File: src/rtl/fgcg_pipe_scheduler.sv
// Fine-grained clock-gating scheduler for an N-stage valid/ready pipeline, plus a
// domain-level RUN/HOLD/GATED/WAKE controller that gates the whole pipeline when idle.
module fgcg_pipe_scheduler #(
  parameter int STAGES    = 4,
  parameter int IDLE_HOLD = 8,
  parameter int WAKE_CYC  = 2
) (
  input  logic              clk,
  input  logic              rstb,
  input  logic              in_valid,
  output logic              in_ready,
  output logic              out_valid,
  input  logic              out_ready,
  input  logic              force_on,
  output logic [STAGES-1:0] stage_en,
  output logic [STAGES-1:0] occ,
  output logic              domain_en,
  output logic [1:0]        state
);

  localparam int CNT_MAX = (IDLE_HOLD > WAKE_CYC) ? IDLE_HOLD : WAKE_CYC;
  localparam int CNT_W   = (CNT_MAX > 1) ? $clog2(CNT_MAX) : 1;
  localparam logic [CNT_W-1:0] HOLD_LOAD = CNT_W'(IDLE_HOLD - 1);
  localparam logic [CNT_W-1:0] WAKE_LOAD = CNT_W'(WAKE_CYC - 1);
  localparam logic [CNT_W-1:0] CNT_ONE   = CNT_W'(1);
  localparam logic [CNT_W-1:0] CNT_ZERO  = CNT_W'(0);

  typedef enum logic [1:0] {
    ST_GATED = 2'd0,
    ST_WAKE  = 2'd1,
    ST_RUN   = 2'd2,
    ST_HOLD  = 2'd3
  } state_t;

  state_t            state_r, state_s;
  logic [CNT_W-1:0]  cnt_r, cnt_s;
  logic [STAGES-1:0] occ_r;
  logic              domain_en_r;
  logic [STAGES:0]   acc_s;
  logic [STAGES-1:0] stage_en_s;
  logic [STAGES-1:0] leave_s;
  logic              run_s;
  logic              in_ready_s;
  logic              busy_s;

  // Acceptance chain; acc_s[STAGES] stands for the downstream consumer.
  always_comb begin
    acc_s = '0;
    acc_s[STAGES] = out_ready;
    for (int i = STAGES - 1; i >= 0; i--) begin
      acc_s[i] = ~occ_r[i] | acc_s[i+1];
    end
  end

  // Per-stage capture enables and departures; a stage that holds still keeps its clock off.
  always_comb begin
    run_s      = (state_r == ST_RUN) || (state_r == ST_HOLD);
    in_ready_s = acc_s[0] & run_s;
    stage_en_s = '0;
    leave_s    = '0;
    stage_en_s[0] = in_valid & in_ready_s;
    for (int i = 1; i < STAGES; i++) begin
      stage_en_s[i] = occ_r[i-1] & acc_s[i];
    end
    for (int i = 0; i < STAGES; i++) begin
      leave_s[i] = occ_r[i] & acc_s[i+1];
    end
    busy_s = (|occ_r) | in_valid | force_on;
  end

  // Domain FSM next-state and idle/wake countdown.
  always_comb begin
    state_s = state_r;
    cnt_s   = cnt_r;
    case (state_r)
      ST_RUN: begin
        if (!busy_s) begin
          state_s = ST_HOLD;
          cnt_s   = HOLD_LOAD;
        end else begin
          state_s = ST_RUN;
        end
      end
      ST_HOLD: begin
        if (busy_s) begin
          state_s = ST_RUN;
        end else if (cnt_r == CNT_ZERO) begin
          state_s = ST_GATED;
        end else begin
          cnt_s = cnt_r - CNT_ONE;
        end
      end
      ST_GATED: begin
        if (in_valid || force_on) begin
          state_s = ST_WAKE;
          cnt_s   = WAKE_LOAD;
        end else begin
          state_s = ST_GATED;
        end
      end
      ST_WAKE: begin
        if (cnt_r == CNT_ZERO) begin
          state_s = ST_RUN;
        end else begin
          cnt_s = cnt_r - CNT_ONE;
        end
      end
      default: begin
        state_s = ST_GATED;
        cnt_s   = CNT_ZERO;
      end
    endcase
  end

  // State, counter, occupancy and the registered domain enable.
  always_ff @(posedge clk or negedge rstb) begin
    if (!rstb) begin
      state_r     <= ST_GATED;
      cnt_r       <= CNT_ZERO;
      occ_r       <= '0;
      domain_en_r <= 1'b0;
    end else begin
      state_r     <= state_s;
      cnt_r       <= cnt_s;
      occ_r       <= stage_en_s | (occ_r & ~leave_s);
      domain_en_r <= (state_s != ST_GATED);
    end
  end

  assign in_ready  = in_ready_s;
  assign stage_en  = stage_en_s;
  assign occ       = occ_r;
  assign out_valid = occ_r[STAGES-1];
  assign domain_en = domain_en_r;
  assign state     = state_r;

endmodule

File: config.mk
export PLATFORM = sky130hd
export DESIGN_NAME = fgcg_pipe_scheduler
export DESIGN_NICKNAME = d
export VERILOG_FILES = /design/src/rtl/fgcg_pipe_scheduler.sv
export SDC_FILE = /design/constraint.sdc
export NUM_CORES = 1
export LEC_CHECK = 0
export CAP_MARGIN = 10
export CELL_PAD_IN_SITES_DETAIL_PLACEMENT = 0
export CELL_PAD_IN_SITES_GLOBAL_PLACEMENT = 1
export CORE_MARGIN = 2
export CORE_UTILIZATION = 35
export CTS_CLUSTER_DIAMETER = 80
export CTS_CLUSTER_SIZE = 14
export DETAILED_ROUTE_END_ITERATION = 10
export GPL_TIMING_DRIVEN = 0
export PLACE_DENSITY = 0.8
export SLEW_MARGIN = 40
export SYNTH_ARGS = -nofsm -noshare
export SYNTH_HDL_FRONTEND = slang
export SYNTH_SLANG_ARGS = --single-unit
File: constraint.sdc
create_clock -name clk -period 4.45 [get_ports clk]
set_clock_uncertainty 0.2 [all_clocks]
set_input_delay 0.89 -clock clk [delete_from_list [all_inputs] [get_ports clk]]
set_output_delay 0.89 -clock clk [all_outputs]
set_load 0.005 [all_outputs]
== Yosys cells after proc, flatten, opt, wreduce, memory -nomap -nowiden ==
Index checks and enable logic that the tools add are counted.
Storage, ports and cells
  output and inout bits: 13
  input port bits: 5
  word-level logic and storage cells: 48
  bits in registers: 10
Cells by class
  add/subtract/negate cells: 1
  bitwise gates (word level): 19
  reduce and logical (&&, ||, !) cells: 7
  multiplexer cells: 11
  equality and inequality tests: 6
Operators with widths (count)
  two-way mux 3 bit: 4
  case mux 3 bit (4 select lines): 1
  case mux 2 bit (4 select lines): 1
  AND 1 bit: 6
  two-way mux 2 bit: 3
  != test 2 bit (second input constant): 3
  bitwise OR 1 bit: 6
  AND 4 bit: 1
  equality test 2 bit (second input constant): 2
  inverter 1 bit: 4
  inverter 4 bit: 1
  bitwise OR 4 bit: 1
  OR reduction 4 bit: 1
  logical NOT 3 bit: 1
  AND reduction 3 bit: 1
  subtractor 3 x 1 -> 3 bit (second input constant): 1
  equality test 2 x 1 -> 1 bit (second input constant): 1
  logical NOT 2 bit: 1
  logical OR 1 bit: 2
  two-way mux 1 bit: 2
  nonzero test 2 bit: 1

== Logic depth before layout (Yosys ltp) ==
  depth in word-level cells: 8
  depth in mapped cells: 6

== Worst setup path before layout ==
Ideal clock, no wire load.
  kind: in2out
  start point: input out_ready
  end point: output in_ready
  data arrival time: 1.419 ns
  stages on the path: 3
  slack: 1.941 ns
  data required time: 3.360 ns
  cells stage by stage: nor2b_1 -> nand4_1 -> and2_1
On the way
  word-level cells in the longest chain between the ends: 5
RTL lines
  start: declaration: RTL line 13  | input logic out_ready,
  bitwise OR 1 bit (4 in series): RTL line 51  | acc_s[i] = ~occ_r[i] | acc_s[i+1];
  AND 1 bit: RTL line 58  | in_ready_s = acc_s[0] & run_s;
  end: declaration: RTL line 11  | output logic in_ready,
Every way passes these cells.

== Worst setup path after layout ==
Ends and elaborated chain as after synthesis.

==> flow_summary.yaml <==
logic_synthesis:
  synthMuxAreaShare: 0.0270
  synthCells: 54
  synth_ff_type: "dfrtp_1"
  yosysTopAreaCell: "dfrtp_1"
  synth_warnings: 0
  syn-cell-area_sq_um: 557
  ys_seq_elements: 10
  yosysTopAreaCellShare: 0.449
  yosysSeqAreaShare: 0.449
  syn-num-nets: 61
  netlist_top_cells_count: "dfrtp_1, nand2_1, nor2_1"
  synth_adder_area_share: 0.0449
  synth_cell_types: 25
  synth_area_per_cell_sq_um: 10.3
  synthTopCellsByArea: "dfrtp_1, nand2_1, ha_1, nor2_1, nor4_4"
  synth_top_family_by_area: "simple AND/OR/NAND/NOR gates"
  async_reset_ff_frac: 1.00
  synth_xor_area_frac: 0
  synth_edf_count: 0
  yosysMostFrequentCell: "dfrtp_1"
  synth_compound_gate_area_share: 0.151
  synth-simple-area-share: 0.285
route:
  via_per_inst: 4.80
  drt_first_iter_violations: 2
  drc_errors: 0
  wl_um: 1010
  ant_nets: 0
  wire_per_inst_um: 11.1
  drtPass1Iterations: 4
  vias: 437
power_and_ir_drop:
  seqPwrFrac: 0.361
  ir_worst_vdd_v: 0.000230
  power_density_mw_per_mm2: 571
  p_sw_uw: 143
  internal-power_uw: 305
  p_leak_uw: 0.000332
  p_total_uw: 447
  clkPwrFrac: 0.181
  swShare: 0.319
  combPwrFrac: 0.458
clocking:
  ctsHoldBuffers: 0
  clock_path_buffers: 2
  clk_pin_slew_ns: 0.06
  cts_tree: "yes"
  h-tree-depth: 1
  post_cts_buffers: 0
  clock_sinks: 10
  cts_made_buffers: 3
  postCtsResizedCells: 0
  root_buffer: "clkbuf_4"
  clock_latency_ns: 0.26
global_route:
  grt_overflow: 0
  grt_util_all_layers: 0.130
  grt_pass1_vias: 402
  grt_max_degree: 11
  grt_pass1_wl_um: 1730
  antenna_found_initial: 0
sta:
  rsz0062_at_grt: "no"
  slew_violations: 0
  setup_violations: 0
  tns_ns: 0
  post-route-period-util: 0.773
  fin_crit_ns: 3.44
  max_freq_ghz: 0.291
  setup_ws_ns: 1.01
  hold_viol: 0
  relSlewSlack: 0.710
  tightest_slew_ns: 0.434
setup_path:
  cp.required_ns: 3.36
  slowest_stage: "clkdlybuf4s50_1"
  slowest_delay_ns: 0.44
  reg2regPathDepth: 6
  startpoint: "out_ready"
  criticalPathCategory: "in -> out"
  critPathLaunchType: "input port"
  crit_fanout: 5
  endpoint_kind: "output port"
  arrival_ns: 2.35
  r2r_slack_ns: 2.64
  timing.rr.start: "cnt_r[0]"
  cpMostUsedCell: "clkdlybuf4s50_1"
  path_cells: "clkdlybuf4s50_1 -> nor2b_1 -> nand4_1 -> and2_1 -> clkdlybuf4s50_1"
finish:
  multi_input_area_sq_um: 283
  area.sequential_sq_um: 250
  areaGrowthSynthToFinish_pct: 40.7
  nets: 83
  num_antenna_cells: 0
  nFillCells: 148
  fin_util: 0.520
  drive_above_1_share: 0.160
job:
  drv_cap: 0
floorplan:
  start_util: 0.370
  io_pins: 18
  num_rows: 14
  core_area_sq_mm: 0.00151
  dieHeight_um: 43.9
  die_area_sq_mm: 0.00193
  die_w_um: 43.9
placement:
  hpwl_um: 771
  gp_congestion: 0.715
  io_buffers: 17
  pre_cts_slack_ns: 1.01
min_path:
  worstHoldPathType: "reg -> reg"
  hp-start: "cnt_r[1]"
  holdPathStages: 1
outcome:
  status: "complete, no violations"
per-stage QoR:
stage / cells / hold slack (ns) / area [sq um]
floorplan: 54 / 0.282 / 557
global placement: 87 / 0.294 / 747
detailed placement: 87 / 0.297 / 747
CTS: 91 / 0.312 / 783
global route: 91 / 0.343 / 783
finish: 91 / 0.304 / 783
power by group through the flow:
stage	Sequential, uW	Clock, uW	Combinational (uW)
final	161	81.1	205
after global routing	168	91.9	227
after CTS	162	84.8	208
after detailed placement	164	0	207
after global placement	163	0	205
after floorplan	158	0	109
sequential cells by signal, summed over array words and instances (netlist names):
name,count
occ,4
cnt_r,3
state,2
domain_en,1
kinds of logic after synthesis:
| family | after synthesis |
|---|---|
| multiplexers | 1 |
| AND/OR/NAND/NOR | 28 |
| adder cells (fa/ha/maj) | 2 |
| AO/OA/AOI/OAI | 8 |
| buffers and inverters | 5 |
| flip-flops | 10 |
layout by cell type (no fill, tap or decap), types with 2 or more instances in the layout:
master and instances:
clkdlybuf4s50_1 17, dfrtp_1 10, nand2_1 7, nor2_1 6, inv_1 3, nor2b_1 3
and2_1 3, clkbuf_4 3, nand2b_1 2, o22a_1 2, ha_1 2
path summary, 6_finish.rpt:
kind | to
max reg2reg | cnt_r[0]
min reg2reg | cnt_r[1]
max | in_ready
min | cnt_r[1]
min in group asynchronous | domain_en
max in group asynchronous | occ[2]
worst max-delay path, delay by kind of cell:
kind | cells | cell delay, ns
buffers and inverters | 2 | 0.84
and+or+nand+nor | 3 | 0.62
routing by layer:
| layer | up-vias | track usage | wire length (um) | share of wire |
|---|---|---|---|---|
| met3 | 0 | 0.0417 | 105 | 0.10 |
| li1 | 222 | - | - | - |
| met1 | 196 | 0.162 | 481 | 0.48 |
| met4 | 0 | 0.0909 | 0 | 0 |
| met5 | - | 0 | 0 | 0 |
| met2 | 19 | 0.188 | 425 | 0.42 |
layout make-up:
type,instances,share of cell area
Tap cell,16,0.0256
Clock buffer,4,0.0463
Inverter,3,0.0144
Timing Repair Buffer,17,0.217
Multi-Input combinational cell,39,0.361
Buffer,2,0.0160
Sequential cell,10,0.319
Power figures use the tool's default switching activity.
